==> config.mk <==
export PLATFORM = sky130hd
export DESIGN_NAME = fwd_scoreboard_flat
export DESIGN_NICKNAME = d
export VERILOG_FILES = /design/src/rtl/fwd_scoreboard_if.sv /design/src/rtl/fwd_scoreboard.sv /design/src/flat_wrapper.sv
export SDC_FILE = /design/constraint.sdc
export NUM_CORES = 1
export LEC_CHECK = 0
export ABC_AREA = 1
export CAP_MARGIN = 20
export CORE_MARGIN = 1.5
export CORE_UTILIZATION = 54
export DETAILED_ROUTE_END_ITERATION = 16
export GPL_ROUTABILITY_DRIVEN = 0
export PLACE_DENSITY = 0.86
export SETUP_SLACK_MARGIN = 0.4
export SLEW_MARGIN = 40
export SYNTH_ARGS = -nofsm -noshare
export SYNTH_HDL_FRONTEND = slang
export SYNTH_SLANG_ARGS = --single-unit
==> constraint.sdc <==
create_clock -name clk -period 3 [get_ports clk]
set_clock_uncertainty 0.2 [all_clocks]
set_input_delay 0.9 -clock clk [delete_from_list [all_inputs] [get_ports clk]]
set_output_delay 0.9 -clock clk [all_outputs]
set_load 0.05 [all_outputs]
==> src/rtl/fwd_scoreboard_if.sv <==
// Bundle between the EX stage of the core and the forwarding/hazard scoreboard.
// The pipeline side is the master; the scoreboard is the slave.
interface fwd_scoreboard_if #(
    parameter int REG_AW  = 5,
    parameter int NUM_SRC = 2,
    parameter int SEL_W   = 2,
    parameter int CNT_W   = 16
);
    logic                      adv;
    logic                      ex_valid;
    logic                      ex_flush;
    logic [REG_AW-1:0]         ex_rd;
    logic                      ex_reg_write;
    logic                      ex_is_load;
    logic                      ex_mem_write;
    logic [NUM_SRC*REG_AW-1:0] ex_src;
    logic [NUM_SRC*SEL_W-1:0]  fwd_sel;
    logic                      stall_req;
    logic                      wd_late;
    logic [CNT_W-1:0]          stall_cycles;

    modport master (
        output adv, ex_valid, ex_flush, ex_rd, ex_reg_write, ex_is_load, ex_mem_write, ex_src,
        input  fwd_sel, stall_req, wd_late, stall_cycles
    );

    modport slave (
        input  adv, ex_valid, ex_flush, ex_rd, ex_reg_write, ex_is_load, ex_mem_write, ex_src,
        output fwd_sel, stall_req, wd_late, stall_cycles
    );
endinterface

==> src/rtl/fwd_scoreboard.sv <==
// Forwarding and load-use hazard unit: tracks in-flight register writers after EX
// and produces bypass selects, a stall request with bubble insertion and a stall counter.
module fwd_scoreboard #(
    parameter int REG_AW     = 5,
    parameter int NUM_SRC    = 2,
    parameter int FWD_DEPTH  = 2,
    parameter int LOAD_STAGE = 2,
    parameter int CNT_W      = 16,
    parameter int SEL_W      = $clog2(FWD_DEPTH + 1)
) (
    input  logic            clk,
    input  logic            rst_n,
    fwd_scoreboard_if.slave sb
);

    logic [FWD_DEPTH:1]  stgV;
    logic [FWD_DEPTH:1]  stgLd;
    logic [REG_AW-1:0]   stgRd [1:FWD_DEPTH];
    logic [CNT_W-1:0]    stallCnt;

    logic                     ins;
    logic                     stall;
    logic [NUM_SRC-1:0]       hazard;
    logic [NUM_SRC-1:0]       late;
    logic [NUM_SRC*SEL_W-1:0] selBus;

    // r0 writers never enter the tracker, so r0 can never be forwarded.
    assign ins = sb.ex_valid & ~sb.ex_flush & sb.ex_reg_write & (sb.ex_rd != '0);

    always_comb begin
        logic              hit;
        logic              hitLd;
        logic [SEL_W-1:0]  hitStg;
        logic [REG_AW-1:0] src;
        // NOTE: every comb output gets a default before any conditional write, so no latch is inferred.
        hazard = '0;
        late   = '0;
        selBus = '0;
        for (int j = 0; j < NUM_SRC; j++) begin
            hit    = 1'b0;
            hitLd  = 1'b0;
            hitStg = '0;
            src    = sb.ex_src[j*REG_AW +: REG_AW];
            // Scan oldest to youngest so the youngest matching stage overrides.
            for (int k = FWD_DEPTH; k >= 1; k--) begin
                if (stgV[k] && (stgRd[k] == src) && (src != '0)) begin
                    hit    = 1'b1;
                    hitLd  = stgLd[k];
                    hitStg = SEL_W'(k);
                end
            end
            // Store data one stage short of the load result is picked up late in MEM.
            late[j]   = (j == 1) && sb.ex_mem_write && hit && hitLd
                        && (int'(hitStg) == LOAD_STAGE - 1);
            hazard[j] = hit && hitLd && (int'(hitStg) < LOAD_STAGE) && !late[j];
            if (hit && !hazard[j] && !late[j])
                selBus[j*SEL_W +: SEL_W] = hitStg;
        end
    end

    assign stall = sb.ex_valid & ~sb.ex_flush & (|hazard);

    assign sb.fwd_sel      = selBus;
    assign sb.stall_req    = stall;
    assign sb.wd_late      = |late;
    assign sb.stall_cycles = stallCnt;

    always_ff @(posedge clk or negedge rst_n) begin
        if (!rst_n) begin
            stgV     <= '0;
            stallCnt <= '0;
        end else if (sb.adv) begin
            // NOTE: non-blocking assignments let each stage sample its predecessor's pre-edge value.
            stgV[1] <= ins & ~stall;
            for (int k = 2; k <= FWD_DEPTH; k++)
                stgV[k] <= stgV[k-1];
            if (stall && !(&stallCnt))
                stallCnt <= stallCnt + CNT_W'(1);
        end
    end

    // NOTE: rd/ld are only ever read qualified by their valid bit, so they carry no reset.
    always_ff @(posedge clk) begin
        if (sb.adv) begin
            stgRd[1] <= sb.ex_rd;
            stgLd[1] <= sb.ex_is_load;
            for (int k = 2; k <= FWD_DEPTH; k++) begin
                stgRd[k] <= stgRd[k-1];
                stgLd[k] <= stgLd[k-1];
            end
        end
    end

endmodule

==> src/flat_wrapper.sv <==
// flat-port wrapper written by rule: the top's interface ports become plain ports
module fwd_scoreboard_flat 
#(
    parameter int REG_AW     = 5,
    parameter int NUM_SRC    = 2,
    parameter int FWD_DEPTH  = 2,
    parameter int LOAD_STAGE = 2,
    parameter int CNT_W      = 16,
    parameter int SEL_W      = $clog2(FWD_DEPTH + 1)
)
  (clk, rst_n, sb_adv, sb_ex_valid, sb_ex_flush, sb_ex_rd, sb_ex_reg_write, sb_ex_is_load, sb_ex_mem_write, sb_ex_src, sb_fwd_sel, sb_stall_req, sb_wd_late, sb_stall_cycles);
  fwd_scoreboard_if #(.REG_AW(REG_AW), .NUM_SRC(NUM_SRC), .SEL_W(SEL_W), .CNT_W(CNT_W)) sb_i ();
  input  logic clk;
  input  logic rst_n;
  input wire logic [$bits(sb_i.adv)-1:0] sb_adv;
  input wire logic [$bits(sb_i.ex_valid)-1:0] sb_ex_valid;
  input wire logic [$bits(sb_i.ex_flush)-1:0] sb_ex_flush;
  input wire logic [$bits(sb_i.ex_rd)-1:0] sb_ex_rd;
  input wire logic [$bits(sb_i.ex_reg_write)-1:0] sb_ex_reg_write;
  input wire logic [$bits(sb_i.ex_is_load)-1:0] sb_ex_is_load;
  input wire logic [$bits(sb_i.ex_mem_write)-1:0] sb_ex_mem_write;
  input wire logic [$bits(sb_i.ex_src)-1:0] sb_ex_src;
  output wire logic [$bits(sb_i.fwd_sel)-1:0] sb_fwd_sel;
  output wire logic [$bits(sb_i.stall_req)-1:0] sb_stall_req;
  output wire logic [$bits(sb_i.wd_late)-1:0] sb_wd_late;
  output wire logic [$bits(sb_i.stall_cycles)-1:0] sb_stall_cycles;
  assign sb_i.adv = sb_adv;
  assign sb_i.ex_valid = sb_ex_valid;
  assign sb_i.ex_flush = sb_ex_flush;
  assign sb_i.ex_rd = sb_ex_rd;
  assign sb_i.ex_reg_write = sb_ex_reg_write;
  assign sb_i.ex_is_load = sb_ex_is_load;
  assign sb_i.ex_mem_write = sb_ex_mem_write;
  assign sb_i.ex_src = sb_ex_src;
  assign sb_fwd_sel = sb_i.fwd_sel;
  assign sb_stall_req = sb_i.stall_req;
  assign sb_wd_late = sb_i.wd_late;
  assign sb_stall_cycles = sb_i.stall_cycles;
  fwd_scoreboard #(.REG_AW(REG_AW), .NUM_SRC(NUM_SRC), .FWD_DEPTH(FWD_DEPTH), .LOAD_STAGE(LOAD_STAGE), .CNT_W(CNT_W), .SEL_W(SEL_W)) u_core (.clk(clk), .rst_n(rst_n), .sb(sb_i));
endmodule
==> impl.org <==
** Yosys
- Portion of netlist area occupied by mux cells :: 0%
- Instance count of the mapped netlist :: 250
- Synthesis inferred 29 register bits.
- Mean instance size in the synthesized netlist :: 7.632 µm²
- Number of library cell types mapped by synthesis :: 27
- Post-Synth Simple-Gate Area :: 39.02%
- After synthesis, the largest family of logic cells by area is simple AND/OR/NAND/NOR gates.
- Summing the areas of all xor and xnor instances in the mapped netlist gives 8.262% of the synthesized area.
- Summing the sequential cell areas from Yosys gives about two fifths of the chip area.
- After synthesis the cells add up to between 0.0015 and 0.002 mm².
- Syn. warnings :: 0
- Adder-cell share of the synthesized area :: less than 1%
- Synthesized net count :: roughly 270
- The synthesized netlist devotes 3.279% of its cell area to compound gates.

** Timing
- Measured against its own limit, the worst slew margin works out to 67.16%.
- Post-layout min period :: 3.031 ns
- The number of hold violations in the final report came to 0.
- Final setup viols :: 2
- At the pin with the least slew margin, the transition time is just under 0.5 ns.
- Setup ws final :: -0.03059 ns
- Setup repair after global routing could not meet its margin everywhere.
- The total count of max-transition violations in the final report is 0.
- Top achievable clock speed :: around 330 MHz
- Across all hold checks on the routed design, the worst slack comes to about 0.3 ns.
- Share of the cycle needed by the critical path after routing :: 101.0%

** Clock network
- In this run the deepest clock path goes through 2 buffers.
- At the later pin of the worst-skew pair, clock insertion delay measures 0.34 ns.
- TritonCTS built the clock tree.
- Clock root buffer :: clkbuf_4
- Hold buffer count at cts :: 0
- Counting every sink on the clock net gives 29.
- CTS built an H-tree with a depth of 2.
- CTS clk-pin slew, worst paths :: 0.08 ns
- Number of buffers created by CTS :: 5

** Placement
- At the placement stage, the worst setup path has a slack of -0.5216 ns.
- Instance count after placement with tap cells included :: about 350
- Sum of net half-perimeters after detailed placement :: approximately 3600 µm
- In this run the tool buffered the top-level ports with between 40 and 50 buffer cells.

** Floorplanning
- Vertical die dimension :: between 60 and 70 µm
- Horizontal extent of the die :: about 62 µm
- Overall die area :: between 0.003 and 0.004 mm²
- Row count :: 21
- For this configuration, the core starts out at a cell density of between 50% and 60%.
- The total area inside the core boundary comes to ~0.0034 mm².
- I/O pin count :: 45

** Cells and area
- The filler cells instantiated in the layout total between 200 and 250.
- Area Growth Syn to Fin :: 48.72%
- Most frequent standard cell in the layout excluding fill and tap cells :: nand2_1
- The net count of the finished layout is roughly 340.
- For this run, the number of standard cells in the final layout without fillers is about 360.
- Leading cell types in the layout, fill and taps excluded :: nand2_1 (69), nand4_1 (19), nand2_2 (18), dfrtp_1 (18)
- The repair_antennas step left the layout with diodes totalling 0.
- Layout cell share with drive strength beyond 1 :: 31.73%

** Critical path
- Crit path arrival time :: roughly 1.9 ns
- The worst setup path is captured at a primary output.
- The critical path goes through buf_8 -> inv_8 -> nand2_4 -> nand2_2 -> inv_2 -> nand2_2 -> nor2_4 -> nand3_2 -> nand2_4 -> nand2_4 -> clkinvlp_4 -> buf_12.
- Most frequent cell on the critical path :: nand2_4
- Together, buffers and inverters on the worst path number 5.
- STA classifies the critical path startpoint as an input port.
- Classification of the worst setup path :: input port to primary output
- Required time of the worst setup path :: 1.90 ns
- The cell family contributing the most delay on the critical path is simple AND/OR/NAND/NOR gates.
- Delay contributed by the slowest stage of the critical path :: 0.15 ns
- Of all nets on the critical path, the largest fanout is 3.
- Slowest library cell on the worst path :: nor2_4

** Run status
- Run status :: complete, but fails checks
- Violations in the final reports :: setup timing

** Global route
- For this run, global-route usage on met2 was measured as 43.28%.
- Entering global routing, the biggest net connects 19 pins.
- Global-route usage over all layers :: between 20% and 30%
- The number of antenna violations at the first check in global routing came to 0.
- met2 is the most crowded layer.
- Global routing usage on met3 :: approximately 6.1%
- Wire length of the first global-routing pass :: around 8500 µm
- GR Overflow Total :: 0
- GR Layer Usage met1 :: a little under two fifths
- Via count of the first global-routing pass :: about 1.8k

** Detailed routing
- Total via count in the routed design :: 2103
- Number of DRC violations after detailed routing :: 0
- For this block, the routed nets add up to between 6000 and 7000 µm of wire.
- In the final routed layout, each cell accounts on average for around 17 µm.
- Via density per instance :: approximately 5.9
- After the first detailed-routing iteration, the DRC count stood at approximately 170.
- Before antenna repair, the detailed router went through 5 iterations.
- The detail route stage leaves a number of antenna-violating nets equal to 0.

** Power
- The analysis attributes to cell leakage a power of between 1 and 1.5 nW.
- VDD sags by at most approximately 320 µV.
- Power per unit of standard cell area :: just under 300 mW/mm²
- Power comes to a little over 800 µW.

** Run
- Across the run, the number of max-cap violations was 0.

** Worst hold path
- In this run the worst hold path is classified as flop to flop.
-- metrics by stage --
stage | util [%] | setup TNS [ns] | area [µm²]
finish | 84.38 | -0.05288 | 2838
floorplan | - | 0 | 1997
global route | 84.38 | -0.1457 | 2838
CTS | 79.58 | 0 | 2676
global placement | 77.19 | -3.202 | 2596
detailed placement | 77.19 | -4.302 | 2596
-- area by class of cell --
type	instances	area (µm²)	area share (%)
inverters	31	153.9	5.423
multi-input cells	186	1172	41.31
repair buffers	58	624.3	22.00
flip-flops and latches	29	780.7	27.51
clock inverters	1	3.754	0.1323
clock buffers	7	45.04	1.587
well taps	46	57.56	2.028
-- state kept, by name, summed over array words and instances (netlist names) --
name and flops:
u_core.stgLd 1, u_core.stgV 2, u_core.sb.stall_cycles 16, u_core.stgRd 10
-- per-layer routing --
metal | wire length (µm) | vias to the layer above | part of all wire [%]
met4 | 261 | 0 | 4.3
met1 | 2355 | 983 | 38
met3 | 492 | 34 | 8.0
met2 | 3026 | 153 | 49
li1 | - | 933 | -
met5 | 0 | - | 0
-- report_power, final --
group          internal (mW)  total [mW]  switching [mW]
Clock                 0.0899       0.225           0.135
Sequential             0.428       0.449          0.0216
Combinational         0.0715       0.157          0.0851
Total                  0.589       0.831           0.242
-- kinds of logic after synthesis --
group | count (synthesis)
DFF | 29
xor gates and xnor gates | 18
adders and majority gates | 1
AOI/OAI and AO/OA | 11
buffers and inverters | 35
and+or+nand+nor | 156
-- worst reg2reg max path: stages (launching register included) --
cell	delay [ns]
edfxtp_1	0.51
inv_1	0.16
nand2_2	0.07
nand2_2	0.08
nand2_2	0.07
nor2_4	0.15
nand3_2	0.12
nand2_4	0.11
buf_4	0.24
nand3_4	0.26
nand2_1	0.15
nand2_1	0.07
-- Yosys cell counts (all sizes together) --
library cell  instances  area share [%]
ha                    1            0.66
nand4                19             6.2
o22ai                 2            0.66
edfxtp               11              17
xor2                  8             3.7
inv                  31             6.1
nor3                  3            0.79
nor2                 29             7.4
dfrtp                18              24
nand2                91              19
o211ai                1            0.39
xnor2                10             4.6
o21ai                 5             1.3
a211oi                1            0.39
nand3                12             4.5
nor4                  1            0.33
and3                  1            0.33
buf                   3             1.6
a21oi                 2            0.52
clkbuf                1            0.20
-- worst paths after layout --
kind                                               from                                     to  slack [ns]  cells past startpoint
hold / removal               u_core.stgV[1]$_DFFE_PN0P_             u_core.stgV[1]$_DFFE_PN0P_        0.31                      2
max in group asynchronous                         rst_n             u_core.stgV[1]$_DFFE_PN0P_        1.70                      2
setup / recovery                           sb_ex_src[8]                           sb_stall_req       -0.03                     12
min in group asynchronous                         rst_n             u_core.stgV[2]$_DFFE_PN0P_        0.69                      2
hold reg to reg              u_core.stgV[1]$_DFFE_PN0P_             u_core.stgV[1]$_DFFE_PN0P_        0.31                      2
setup reg to reg           u_core.stgRd[1][2]$_DFFE_PP_  u_core.sb.stall_cycles[8]$_DFFE_PN0P_        0.69                     11
-- repair_timing --
action / in CTS / in global routing
buffers inserted: 1 / 3
resized for setup: 83 / 35
setup endpoints to repair: 38 / 6
gates cloned: 0 / 0
pin swaps: 23 / 27
No activity file was read; power rests on OpenSTA's default activity.
